[src/rtl/calc_pkg.sv]
// Shared definitions for the calculator sequencer: state codes, op codes, sizes.
// Latency: n/a (declarations only).
// Backpressure: n/a.
package calc_pkg;

   localparam int CALC_WIDTH  = 8;   // operand width, also RUN length in cycles
   localparam int CALC_ITER_W = 4;   // iteration counter width

   localparam logic OP_MUL = 1'b0;
   localparam logic OP_DIV = 1'b1;

   // Codes are visible on the debug LEDs, so they are fixed, not tool-chosen.
   typedef enum logic [2:0] {
      ST_GET_A  = 3'b000,
      ST_GET_B  = 3'b001,
      ST_CHECK  = 3'b010,
      ST_RUN    = 3'b011,
      ST_STORE  = 3'b100,
      ST_SHOW   = 3'b101,
      ST_ERR    = 3'b110
   } state_t;

endpackage

[src/rtl/calc_sequencer_if.sv]
// Bundle between the calculator sequencer and its datapath / front panel.
// Latency: n/a (wires only).
// Backpressure: none; strobes are one-shot and the datapath must accept them.
// master = sequencer side (drives strobes/status), slave = datapath/panel side.
interface calc_sequencer_if #(
   parameter int ITER_W = 4
);
   logic              enter;     // raw pushbutton level, async to clk
   logic              op_sel;    // 0 = multiply, 1 = divide
   logic              b_zero;    // B register is zero
   logic              load_a;
   logic              load_b;
   logic              div_mode;
   logic              init;
   logic              step;
   logic              load_z;
   logic              busy;
   logic              done;
   logic              err;
   logic [ITER_W-1:0] iter;
   logic [2:0]        state;

   modport master (
      input  enter, op_sel, b_zero,
      output load_a, load_b, div_mode, init, step, load_z,
             busy, done, err, iter, state
   );

   modport slave (
      output enter, op_sel, b_zero,
      input  load_a, load_b, div_mode, init, step, load_z,
             busy, done, err, iter, state
   );
endinterface

[src/rtl/calc_sequencer_enter_sync.sv]
// Pushbutton conditioner: 2-flop synchronizer plus delay flop, rising-edge pulse.
// Latency: pulse in the cycle after the 2nd edge that samples enter high.
// Backpressure: none; exactly one pulse per press however long it is held.
// Ports: clk, clr (async active-low), enter_i (raw level), pulse_o (1-cycle).
module enter_sync
   import calc_pkg::*;
(
   input  logic clk,
   input  logic clr,
   input  logic enter_i,
   output logic pulse_o
);

   logic s1_q, s2_q, s3_q;

   // Reset to 1: a button already held through reset looks like "no edge"
   // and must be released and pressed again before it produces a pulse.
   always_ff @(posedge clk or negedge clr) begin
      if (!clr) begin
         s1_q <= 1'b1;
         s2_q <= 1'b1;
         s3_q <= 1'b1;
      end else begin
         s1_q <= enter_i;
         s2_q <= s1_q;
         s3_q <= s2_q;
      end
   end

   assign pulse_o = s2_q & ~s3_q;

endmodule

[src/rtl/calc_sequencer.sv]
// Control FSM for the calculator: enter A, enter B, check, run WIDTH steps, store, show.
// Latency: B press at t -> init t+1, step t+2..t+1+WIDTH, load_z t+2+WIDTH, done t+3+WIDTH.
// Backpressure: presses during CHECK/RUN/STORE are dropped, never queued.
// Ports: clk, clr (async active-low), bus (calc_sequencer_if.master).
module calc_sequencer
   import calc_pkg::*;
#(
   parameter int WIDTH  = CALC_WIDTH,
   parameter int ITER_W = CALC_ITER_W
)(
   input  logic              clk,
   input  logic              clr,
   calc_sequencer_if.master  bus
);

   state_t            state_q, state_d;
   logic [ITER_W-1:0] iter_q, iter_d;
   logic              div_mode_q, div_mode_d;
   logic              enter_pulse;

   logic load_a, load_b, init, step, load_z;

   enter_sync u_enter_sync (
      .clk     (clk),
      .clr     (clr),
      .enter_i (bus.enter),
      .pulse_o (enter_pulse)
   );

   always_ff @(posedge clk or negedge clr) begin
      if (!clr) begin
         state_q    <= ST_GET_A;
         iter_q     <= '0;
         div_mode_q <= OP_MUL;
      end else begin
         state_q    <= state_d;
         iter_q     <= iter_d;
         div_mode_q <= div_mode_d;
      end
   end

   always_comb begin
      state_d    = state_q;
      iter_d     = iter_q;
      div_mode_d = div_mode_q;
      load_a     = 1'b0;
      load_b     = 1'b0;
      init       = 1'b0;
      step       = 1'b0;
      load_z     = 1'b0;

      case (state_q)
         ST_GET_A: begin
            load_a = enter_pulse;
            if (enter_pulse) state_d = ST_GET_B;
         end
         ST_GET_B: begin
            load_b = enter_pulse;
            // op_sel is only looked at on this press; later changes are ignored.
            if (enter_pulse) begin
               div_mode_d = bus.op_sel;
               state_d    = ST_CHECK;
            end
         end
         ST_CHECK: begin
            if (div_mode_q == OP_DIV && bus.b_zero) begin
               state_d = ST_ERR;
            end else begin
               init    = 1'b1;
               state_d = ST_RUN;
            end
         end
         ST_RUN: begin
            step = 1'b1;
            if (iter_q == ITER_W'(WIDTH - 1)) begin
               iter_d  = '0;
               state_d = ST_STORE;
            end else begin
               iter_d  = iter_q + 1'b1;
            end
         end
         ST_STORE: begin
            load_z  = 1'b1;
            state_d = ST_SHOW;
         end
         ST_SHOW: begin
            // Leaving SHOW consumes the press; it does not also load A.
            if (enter_pulse) state_d = ST_GET_A;
         end
         ST_ERR: begin
            if (enter_pulse) state_d = ST_GET_A;
         end
         default: begin
            // Unused code 3'b111 recovers to the idle entry state.
            state_d = ST_GET_A;
            iter_d  = '0;
         end
      endcase
   end

   assign bus.load_a   = load_a;
   assign bus.load_b   = load_b;
   assign bus.init     = init;
   assign bus.step     = step;
   assign bus.load_z   = load_z;
   assign bus.div_mode = div_mode_q;
   assign bus.busy     = (state_q == ST_CHECK) || (state_q == ST_RUN) || (state_q == ST_STORE);
   assign bus.done     = (state_q == ST_SHOW);
   assign bus.err      = (state_q == ST_ERR);
   assign bus.iter     = iter_q;
   assign bus.state    = state_q;

endmodule
[src/flat_wrapper.sv]
// flat-port wrapper written by rule: the top's interface ports become plain ports
module calc_sequencer_flat import calc_pkg::*;
#(
   parameter int WIDTH  = CALC_WIDTH,
   parameter int ITER_W = CALC_ITER_W
)
  (clk, clr, bus_enter, bus_op_sel, bus_b_zero, bus_load_a, bus_load_b, bus_div_mode, bus_init, bus_step, bus_load_z, bus_busy, bus_done, bus_err, bus_iter, bus_state);
  calc_sequencer_if #(.ITER_W(ITER_W)) bus_i ();
  input  logic clk;
  input  logic clr;
  input wire logic [$bits(bus_i.enter)-1:0] bus_enter;
  input wire logic [$bits(bus_i.op_sel)-1:0] bus_op_sel;
  input wire logic [$bits(bus_i.b_zero)-1:0] bus_b_zero;
  output wire logic [$bits(bus_i.load_a)-1:0] bus_load_a;
  output wire logic [$bits(bus_i.load_b)-1:0] bus_load_b;
  output wire logic [$bits(bus_i.div_mode)-1:0] bus_div_mode;
  output wire logic [$bits(bus_i.init)-1:0] bus_init;
  output wire logic [$bits(bus_i.step)-1:0] bus_step;
  output wire logic [$bits(bus_i.load_z)-1:0] bus_load_z;
  output wire logic [$bits(bus_i.busy)-1:0] bus_busy;
  output wire logic [$bits(bus_i.done)-1:0] bus_done;
  output wire logic [$bits(bus_i.err)-1:0] bus_err;
  output wire logic [$bits(bus_i.iter)-1:0] bus_iter;
  output wire logic [$bits(bus_i.state)-1:0] bus_state;
  assign bus_i.enter = bus_enter;
  assign bus_i.op_sel = bus_op_sel;
  assign bus_i.b_zero = bus_b_zero;
  assign bus_load_a = bus_i.load_a;
  assign bus_load_b = bus_i.load_b;
  assign bus_div_mode = bus_i.div_mode;
  assign bus_init = bus_i.init;
  assign bus_step = bus_i.step;
  assign bus_load_z = bus_i.load_z;
  assign bus_busy = bus_i.busy;
  assign bus_done = bus_i.done;
  assign bus_err = bus_i.err;
  assign bus_iter = bus_i.iter;
  assign bus_state = bus_i.state;
  calc_sequencer #(.WIDTH(WIDTH), .ITER_W(ITER_W)) u_core (.clk(clk), .clr(clr), .bus(bus_i));
endmodule
[config.mk]
export PLATFORM = sky130hd
export DESIGN_NAME = calc_sequencer_flat
export DESIGN_NICKNAME = d
export VERILOG_FILES = /design/src/rtl/calc_pkg.sv /design/src/rtl/calc_sequencer_if.sv /design/src/rtl/calc_sequencer_enter_sync.sv /design/src/rtl/calc_sequencer.sv /design/src/flat_wrapper.sv
export SDC_FILE = /design/constraint.sdc
export NUM_CORES = 1
export LEC_CHECK = 0
export BUFFER_PORTS_ARGS = -buffer_cell sky130_fd_sc_hd__buf_2
export CORE_MARGIN = 4
export CORE_UTILIZATION = 45
export CTS_BUF_LIST = sky130_fd_sc_hd__clkbuf_8
export CTS_CLUSTER_SIZE = 10
export DETAILED_ROUTE_END_ITERATION = 12
export GPL_ROUTABILITY_DRIVEN = 0
export GPL_TIMING_DRIVEN = 0
export PLACE_DENSITY = 0.8
export SYNTH_ARGS = -nofsm -noshare
export SYNTH_HDL_FRONTEND = slang
export SYNTH_SLANG_ARGS = --single-unit
[constraint.sdc]
create_clock -name clk -period 1.6 [get_ports clk]
set_clock_uncertainty 0.2 [all_clocks]
set_input_delay 0.08 -clock clk [delete_from_list [all_inputs] [get_ports clk]]
set_output_delay 0.08 -clock clk [all_outputs]
set_load 0.01 [all_outputs]
; Word-level counts from Yosys, hierarchy flattened
; Cells that the tools add are included.
[classes]
n_addsub = 1
eq_ne = 11
n_mux = 14
bitwise_logic = 2
reduce_logical = 8
[ops]
columns = op, count
row1 = 3-bit one-hot mux with 6 select lines, 1
row2 = 3-bit 2-to-1 mux, 5
row3 = "3-bit equality test, second input constant", 3
row4 = "2-bit by 1-bit != test with 1-bit output, second input constant", 4
row5 = 4-bit one-hot mux with 2 select lines, 1
row6 = "3-bit by 2-bit equality test with 1-bit output, second input constant", 2
row7 = 1-bit 2-to-1 mux, 6
row8 = 6-bit OR reduction, 1
row9 = "4-bit by 1-bit adder with 4-bit output, second input constant", 1
row10 = "4-bit by 3-bit equality test with 1-bit output, second input constant", 1
row11 = 4-bit 2-to-1 mux, 1
row12 = 4-bit AND reduction, 1
row13 = "3-bit by 1-bit equality test with 1-bit output, second input constant", 1
row14 = 3-bit zero test, 1
row15 = 1-bit logical OR, 2
row16 = 2-bit AND reduction, 1
row17 = 2-bit OR reduction, 1
row18 = 1-bit AND, 1
row19 = 1-bit logical AND, 1
row20 = 1-bit inverter, 1
[word_totals]
register_bits = 11
inputBits = 5
output_inout_bits = 16
elab_cells = 42

; Longest topological paths before layout
; Gate-level depths: netlist (run 1).
[depth]
ltp_word = 4
ltp_mapped = 5
mapped_depth_nobuf = 4

; Modules after synthesis
; A second synthesis (run 1) with hierarchy kept.
[unflattened]
hier_cells = 54
area_unflattened_um2 = 568.0
[by_module_without_submodules]
columns = module, instances, cells_per_inst, area_each_um2, seq_area_each_um2
row1 = calc_sequencer, 1, 50, 475.5, 200.2
row2 = enter_sync, 1, 4, 92.6, 78.8

; Least setup slack after synthesis (run 1)
; No wires, ideal clock.
[synth_timing]
kind = register to register
startpoint = register u_core.u_enter_sync.s2_q
endpoint = register u_core.div_mode_q (netlist: u_core.bus.div_mode)
setup_ns = 0.125
t_arrival_ns = 1.141
required_time_ns = 1.275
path_slack_ns = 0.135
path_stages_with_launch = 4
n_path_buf = 0
synth_period_minus_slack_ns = 1.465
path_cell_list = dfstp_2 > nor2b_1 > nand4_1 > mux2_2
[synth_via]
elab_chain_len = 2
[synth_lines]
columns = element, line
row1 = "start, declared", calc_sequencer_enter_sync.sv:14  ; logic s1_q, s2_q, s3_q;
row2 = "start signal, assigned", calc_sequencer_enter_sync.sv:25  ; s2_q <= s1_q;
row3 = 1-bit AND, calc_sequencer_enter_sync.sv:30  ; assign pulse_o = s2_q & ~s3_q;
row4 = 2-bit AND reduction (no source line), --
row5 = "end signal, assigned", calc_sequencer.sv:38  ; div_mode_q <= div_mode_d;
row6 = "end, declared", calc_sequencer.sv:18  ; logic div_mode_q, div_mode_d;
; No other way between the ends.
; A chain may end at the register's enable or synchronous reset.

; Final worst setup path (run 1)
[layout_timing]
startpoint = register u_core.u_enter_sync.s2_q
endpoint = output bus_load_a
[layout_via]
elab_chain_len = 2
[layout_lines]
columns = element, line
row1 = 1-bit AND, calc_sequencer_enter_sync.sv:30
row2 = 1-bit 2-to-1 mux, calc_sequencer.sv:52  ; case (state_q)
row3 = "end, declared", flat_wrapper.sv:14  ; output wire logic [$bits(bus_i.load_a)-1:0] bus_load_a;
; No other way between the ends.

==> out/results.ini, run 1 <==
[cts]
tritoncts=yes
clkSlewWorstSetupHoldPaths_ns=0.05
clockBufferDepth=2
clk_latency_ns=0.24
clock-sinks=11
root_buffer=clkbuf_8
cts-buffers-inserted=3
htreeDepth=1

[sta]
fin_crit_ns=1.63
drv_slew=0
worstMarginPinSlew_ns=0.245
max-slew-margin-rel_pct=83.7
max_freq_mhz=614
period_share_pct=102
worst_slack_ns=-0.0283
rsz0062_at_grt=true
holdWs_ns=0.0308
setup_viol_count_final=2
finalHoldViolCount=0

[logic_synthesis]
synth_commonest_cells=dfrtp_1, nand2_1, nor3_1, o21ai_0
synthXorXnorAreaFrac_pct=1.43
synth_fa_ha_area_share_pct=3.69
seq_area_frac_synth_pct=45.7
synth_mux_area_share_pct=1.84
synth_area_leaders=dfrtp_1, dfstp_2, buf_6
synth_ff_type=dfrtp_1
synth-seq-cells=11
syn-num-nets=64
yosysTopAreaCellShare_pct=32.8
syn_avg_cell_area_um2=10.5
synth_warnings=0
synth_compound_area_share_pct=15.8
synthArstFlopShare_pct=100
synth.distinct_cells=35
yosysTopAreaCell=dfrtp_1
synth_edf_count=0
synth_area_um2=611
synthSimpleGateAreaFrac_pct=23.4
netlist_instances=58
synth_top_family_by_area=simple AND/OR/NAND/NOR gates
yosysMostFrequentCell=dfrtp_1

[worst_setup_path]
start_kind=flip-flop
cp_slowest_cell=dfstp_2
arrival_ns=1.35
critical_path_class=flip-flop to output port
path_buf_inv=1
max_stage_delay_ns=0.54
critPathTopFamily=flip-flops
cp.required_ns=1.32
path_cells=or2b_4 -> nor4_4 -> buf_2
path_max_fanout=3
crit_path_end_kind=output port

[detailed_routing]
drtIter0Drc=5
avgRoutedWirePerCell_um=13.5
ant_nets=0
drc=0
vias=545
met3WireLength_um=78
viasPerCell=5.34
met1_length_um=576
maxUsedRoutingLayer=met4
routed_wl_um=1380
first_pass_iters=4
route.met2.wl_um=686

[grt]
grt_pass1_vias=483
grt_pass1_wl_um=2280
overflow=0
grt.total_usage_pct=16.3
grt_max_degree=12
antenna_found_initial=0

[power_and_ir_drop]
p_clk_share_pct=18.9
switching_share_pct=41.4
pwr-share-seq_pct=31.7
power_frac_comb_pct=49.4
p_total_mw=1.51
internal-power_mw=0.887
p_sw_mw=0.625
peakVddDrop_mv=0.801
p_leak_nw=0.428
power_density_mw_per_mm2=1780

[die]
row_count=13
dieWidth_um=44.8
core_region_area_mm2=0.00128
die_h_um=44.8
start_util_pct=47.5
dieArea_mm2=0.00201
ios=21

[layout]
drive_above_1_share_pct=51.7
antennaDiodeCount=0
utilization_pct=66.2
n_fill_cell=111
final_cell_area_um2=851
nets=94
syn_to_final_growth_pct=39.3

[worst_hold_path]
min_path_type=input port to async pin

[place]
place_area_um2=729
hpwl_um=961
port_buffers=20

[run]
cap_violations=0

[status]
run_status=finished with violations
violations=negative setup slack

worst register-to-register path, delay by kind of cell, from the launching register on:
kind	cells	cell delay, ns
AND/OR/NAND/NOR	2	0.35
multiplexers	1	0.31
flip-flops	1	0.54
per-stage QoR:
stage          instances  setup slack (ns)  setup TNS (ns)
2_1_floorplan         58             0.135               0
3_3_place_gp          93            0.0445               0
3_5_place_dp          93           -0.0239         -0.0239
4_1_cts              101           -0.0355         -0.0371
5_1_grt              102           -0.0878          -0.210
6_report             102           -0.0283         -0.0394
cells by family after synthesis:
| kind of cell | after synthesis |
|---|---|
| AO/OA/AOI/OAI | 13 |
| XOR/XNOR | 1 |
| adder cells (fa/ha/maj) | 2 |
| buffers and inverters | 7 |
| flip-flops | 11 |
| multiplexers | 1 |
| AND/OR/NAND/NOR | 23 |
per-layer routing:
layer,global-route usage [%],vias up
li1,-,268
met1,20.0,255
met2,25.2,17
met3,2.79,5
met4,12.3,0
met5,0,-
final timing paths:
check,start,to,slack (ns),depth (start not counted)
min reg2reg,u_core.u_enter_sync.s1_q,u_core.u_enter_sync.s2_q,0.15,0
min in group clk,bus_b_zero,u_core.bus.state[2],0.09,4
max,u_core.u_enter_sync.s2_q,bus_load_a,-0.03,3
min,clr,u_core.bus.iter[2],0.03,2
max reg2reg,u_core.u_enter_sync.s2_q,u_core.bus.div_mode,0.09,3
max in group asynchronous,clr,u_core.u_enter_sync.s3_q,0.91,2
flip-flops by register name, indices dropped and copies added (netlist names):
| signal | cells |
|---|---|
| u_core.u_enter_sync.s2_q | 1 |
| u_core.bus.div_mode | 1 |
| u_core.u_enter_sync.s3_q | 1 |
| u_core.u_enter_sync.s1_q | 1 |
| u_core.bus.iter | 4 |
| u_core.bus.state | 3 |
power groups by stage:
stage / combinational (mW) / clock (mW) / sequential (mW)
2_1_floorplan: 0.451 / 0 / 0.496
3_3_place_gp: 0.694 / 0 / 0.462
3_5_place_dp: 0.704 / 0 / 0.469
4_1_cts: 0.723 / 0.290 / 0.467
5_1_grt: 0.837 / 0.309 / 0.493
6_report: 0.747 / 0.286 / 0.479
what timing repair did:
action,CTS,global route
buffers inserted,1,1
hold buffers,3,0
endpoints found under the hold margin,13,0
resized for setup,4,3
pin swaps,1,0
setup endpoints to repair,3,5
area by class of cell:
type                       count  area [um^2]  area share (%)
multi-input combinational     40          310            36.5
sequential                    11          280            32.9
timing repair buffer          25          145            17.1
clock buffer                   3         41.3            4.85
buffer                         3         33.8            3.97
tap                           15         18.8            2.21
inverter                       4         16.3            1.91
clock inverter                 1         5.00           0.588
cells in the final DEF (no fill, tap or decap), types with 2 or more instances in the layout:
master / count
buf_2: 20
dfrtp_1: 7
nand2_1: 5
nor3_1: 4
o21ai_0: 4
buf_6: 3
clkbuf_8: 3
dlygate4sd3_1: 3
dfstp_2: 3
clkinv_2: 2
inv_1: 2
nand3_1: 2
buf_4: 2
Note: power is estimated with default switching activity, not from simulation.
==> run 2: changes to the inputs <==
--- a/config.mk
+++ b/config.mk
@@ -6,14 +6,16 @@
 export NUM_CORES = 1
 export LEC_CHECK = 0
 export BUFFER_PORTS_ARGS = -buffer_cell sky130_fd_sc_hd__buf_2
-export CORE_MARGIN = 4
-export CORE_UTILIZATION = 45
-export CTS_BUF_LIST = sky130_fd_sc_hd__clkbuf_8
+export CORE_AREA = 4 4 41 43
+export CTS_BUF_LIST = sky130_fd_sc_hd__clkbuf_2 sky130_fd_sc_hd__clkbuf_4 sky130_fd_sc_hd__clkbuf_8
 export CTS_CLUSTER_SIZE = 10
 export DETAILED_ROUTE_END_ITERATION = 12
+export DIE_AREA = 0 0 45 47
 export GPL_ROUTABILITY_DRIVEN = 0
 export GPL_TIMING_DRIVEN = 0
-export PLACE_DENSITY = 0.8
+export PLACE_DENSITY = 0.77
+export SLEW_MARGIN = 20
 export SYNTH_ARGS = -nofsm -noshare
 export SYNTH_HDL_FRONTEND = slang
+export SYNTH_HIERARCHICAL = 1
 export SYNTH_SLANG_ARGS = --single-unit
==> out/results.ini, run 2 <==
[place]
place_inst=89  ; was 93
port_buffers=20  ; unchanged
place_area_um2=687  ; was 729 um^2
hpwl_um=886  ; was 961 um

[grt]
grt_pass1_wl_um=2440  ; was 2280 um
overflow=0  ; unchanged
antenna_found_initial=0  ; unchanged
grt.total_usage_pct=16.7  ; was 16.3%
grt_max_degree=12  ; unchanged
grt_pass1_vias=527  ; was 483

[die]
start_util_pct=43.7  ; was 47.5%
row_count=13  ; unchanged
die_h_um=47  ; was 44.8 um
core_region_area_mm2=0.00130  ; was 0.00128 mm^2
dieArea_mm2=0.00212  ; was 0.00201 mm^2
ios=21  ; unchanged
dieWidth_um=45  ; was 44.8 um

[logic_synthesis]
netlist_instances=54  ; was 58
synth.distinct_cells=31  ; was 35
synth_fa_ha_area_share_pct=2.20  ; was 3.69%
synthSimpleGateAreaFrac_pct=27.5  ; was 23.4%
synth_area_um2=568  ; was 611 um^2
synth_compound_area_share_pct=16.3  ; was 15.8%
synthArstFlopShare_pct=100  ; unchanged
yosysTopAreaCellShare_pct=35.2  ; was 32.8%
yosysMostFrequentCell=dfrtp_1  ; unchanged
synth-seq-cells=11  ; unchanged
syn_avg_cell_area_um2=10.5  ; about the same
synth_ff_type=dfrtp_1  ; unchanged
syn-num-nets=60  ; was 64
synth_commonest_cells=dfrtp_1, nand2_1, o21ai_1  ; was dfrtp_1, nand2_1, nor3_1, o21ai_0
synth_edf_count=0  ; unchanged
yosysTopAreaCell=dfrtp_1  ; unchanged
seq_area_frac_synth_pct=49.1  ; was 45.7%
synth_top_family_by_area=simple AND/OR/NAND/NOR gates  ; unchanged
synth_mux_area_share_pct=1.98  ; was 1.84%
synthXorXnorAreaFrac_pct=0  ; was 1.43%
synth_area_leaders=dfrtp_1, dfstp_2, nand2_1  ; was dfrtp_1, dfstp_2, buf_6
synth_warnings=6  ; was 0

[detailed_routing]
avgRoutedWirePerCell_um=14.4  ; was 13.5 um
routed_wl_um=1530  ; was 1380 um
vias=596  ; was 545
drtIter0Drc=22  ; was 5
first_pass_iters=4  ; unchanged
ant_nets=0  ; unchanged
drc=0  ; unchanged
viasPerCell=5.62  ; was 5.34

[layout]
final_cell_area_um2=895  ; was 851 um^2
drive_above_1_share_pct=57.1  ; was 51.7%
finalNonFillerCells=106  ; was 102
layout_common_cells=buf_2, buf_4, nand2_1, dfrtp_1  ; was buf_2, dfrtp_1, nand2_1
antennaDiodeCount=0  ; unchanged
nets=98  ; was 94
largest_register_ffs=4  ; unchanged
utilization_pct=68.8  ; was 66.2%
syn_to_final_growth_pct=57.5  ; was 39.3%
final_common_cell=buf_2  ; unchanged

[sta]
worst_slack_ns=-0.0394  ; was -0.0283 ns
period_share_pct=102  ; about the same
fin_crit_ns=1.64  ; was 1.63 ns
drv_slew=0  ; unchanged
finalHoldViolCount=0  ; unchanged
setup_viol_count_final=4  ; was 2
max-slew-margin-rel_pct=79.1  ; was 83.7%
worstMarginPinSlew_ns=0.311  ; was 0.245 ns
rsz0062_at_grt=true  ; unchanged
max_freq_mhz=610  ; was 614 MHz

[worst_setup_path]
max_stage_delay_ns=0.54  ; about the same
crit_path_end_kind=output port  ; unchanged
path_max_fanout=4  ; was 3
start_kind=flip-flop  ; unchanged
critical_path_class=flip-flop to output port  ; unchanged
arrival_ns=1.36  ; was 1.35 ns
critPathTopFamily=flip-flops  ; unchanged
cp_slowest_cell=dfstp_2  ; unchanged
path_buf_inv=1  ; unchanged
cp.required_ns=1.32  ; about the same
rrSetupSlack_ns=-0.03  ; was 0.09 ns
path_cells=nor2b_4 -> and4bb_4 -> buf_6  ; was or2b_4 -> nor4_4 -> buf_2

[power_and_ir_drop]
internal-power_mw=0.938  ; was 0.887 mW
p_clk_share_pct=11.8  ; was 18.9%
power_frac_comb_pct=57.8  ; was 49.4%
p_sw_mw=0.671  ; was 0.625 mW
p_total_mw=1.61  ; was 1.51 mW
p_leak_nw=0.432  ; was 0.428 nW
switching_share_pct=41.7  ; was 41.4%
pwr-share-seq_pct=30.4  ; was 31.7%
power_density_mw_per_mm2=1800  ; was 1780 mW/mm^2
peakVddDrop_mv=0.966  ; was 0.801 mV

[cts]
cts-buffers-inserted=3  ; unchanged
clkSlewWorstSetupHoldPaths_ns=0.08  ; was 0.05 ns
htreeDepth=1  ; unchanged
tritoncts=yes  ; unchanged
clock-sinks=11  ; unchanged
clk_latency_ns=0.27  ; was 0.24 ns
root_buffer=clkbuf_4  ; was clkbuf_8
clockBufferDepth=2  ; unchanged

[status]
violations=negative setup slack  ; unchanged
run_status=finished with violations  ; unchanged

[worst_hold_path]
min_path_type=input port to async pin  ; unchanged

[run]
cap_violations=0  ; unchanged

## run 2: path summary, 6_finish.rpt
| check | start | endpoint | cells past startpoint |
|---|---|---|---|
| max | u_core/u_enter_sync/s2_q | bus_load_b | 3 |
| min | clr | u_core/bus.iter[1] | 2 |
| max reg2reg | u_core/u_enter_sync/s2_q | u_core/bus.div_mode | 3 |
| min reg2reg | u_core/u_enter_sync/s1_q | u_core/u_enter_sync/s2_q | 0 |
| max in group asynchronous | clr | u_core/u_enter_sync/s3_q | 2 |
| min in group clk | u_core/u_enter_sync/s1_q | u_core/u_enter_sync/s2_q | 0 |
## run 2: final cells by class
class	count	area (um^2)
plain buffers	2	26.3
clock buffers	3	22.5
clock inverters	1	5.00
fillers	111	407
inverters	2	7.51
multi-input cells	39	315
flip-flops and latches	11	282
well taps	15	18.8
repair buffers	33	218
## run 2: worst register-to-register path, delay by kind of cell (launching register included)
family	cells	cell delay, ns
simple gates	2	0.45
flops	1	0.54
mux	1	0.32
## run 2: through the flow
stage          setup TNS [ns]  worst slack [ns]  hold WS, ns
4_1_cts                -0.113           -0.0397      0.00853
3_3_place_gp          -0.0193           -0.0193       -0.247
3_5_place_dp          -0.0356           -0.0356       -0.241
6_report               -0.115           -0.0394      0.00235
5_1_grt                -0.466            -0.110       0.0122
2_1_floorplan               0            0.0165       -0.416
## run 2: timing repair
action / CTS / global route
gates cloned: 0 / 0
endpoints found under the setup margin: 9 / 7
hold buffers: 4 / 0
buffers inserted: 6 / 3
pin swaps: 0 / 2
resized for setup: 12 / 6
endpoints found under the hold margin: 14 / 0
## run 2: cells by family after synthesis
group                      count (synthesis)
muxes                                      1
DFF                                       11
and+or+nand+nor                           23
adders and majority gates                  1
AOI/OAI and AO/OA                         14
buffers and inverters                      4
## run 2: power groups by stage
stage	registers, mW	clock network (mW)	logic, mW
floorplan	0.522	0	0.356
global placement	0.497	0	0.594
detailed placement	0.499	0	0.605
CTS	0.492	0.194	0.813
global route	0.511	0.218	1.01
finish	0.490	0.189	0.929
## run 2: per-layer routing
layer / part of all wire (%) / GRT usage, % / up-vias
li1: - / - / 270
met5: 0 / 0 / -
met1: 40 / 20.8 / 298
met4: 0.39 / 5.26 / 0
met2: 53 / 27.4 / 26
met3: 6.3 / 5.75 / 2
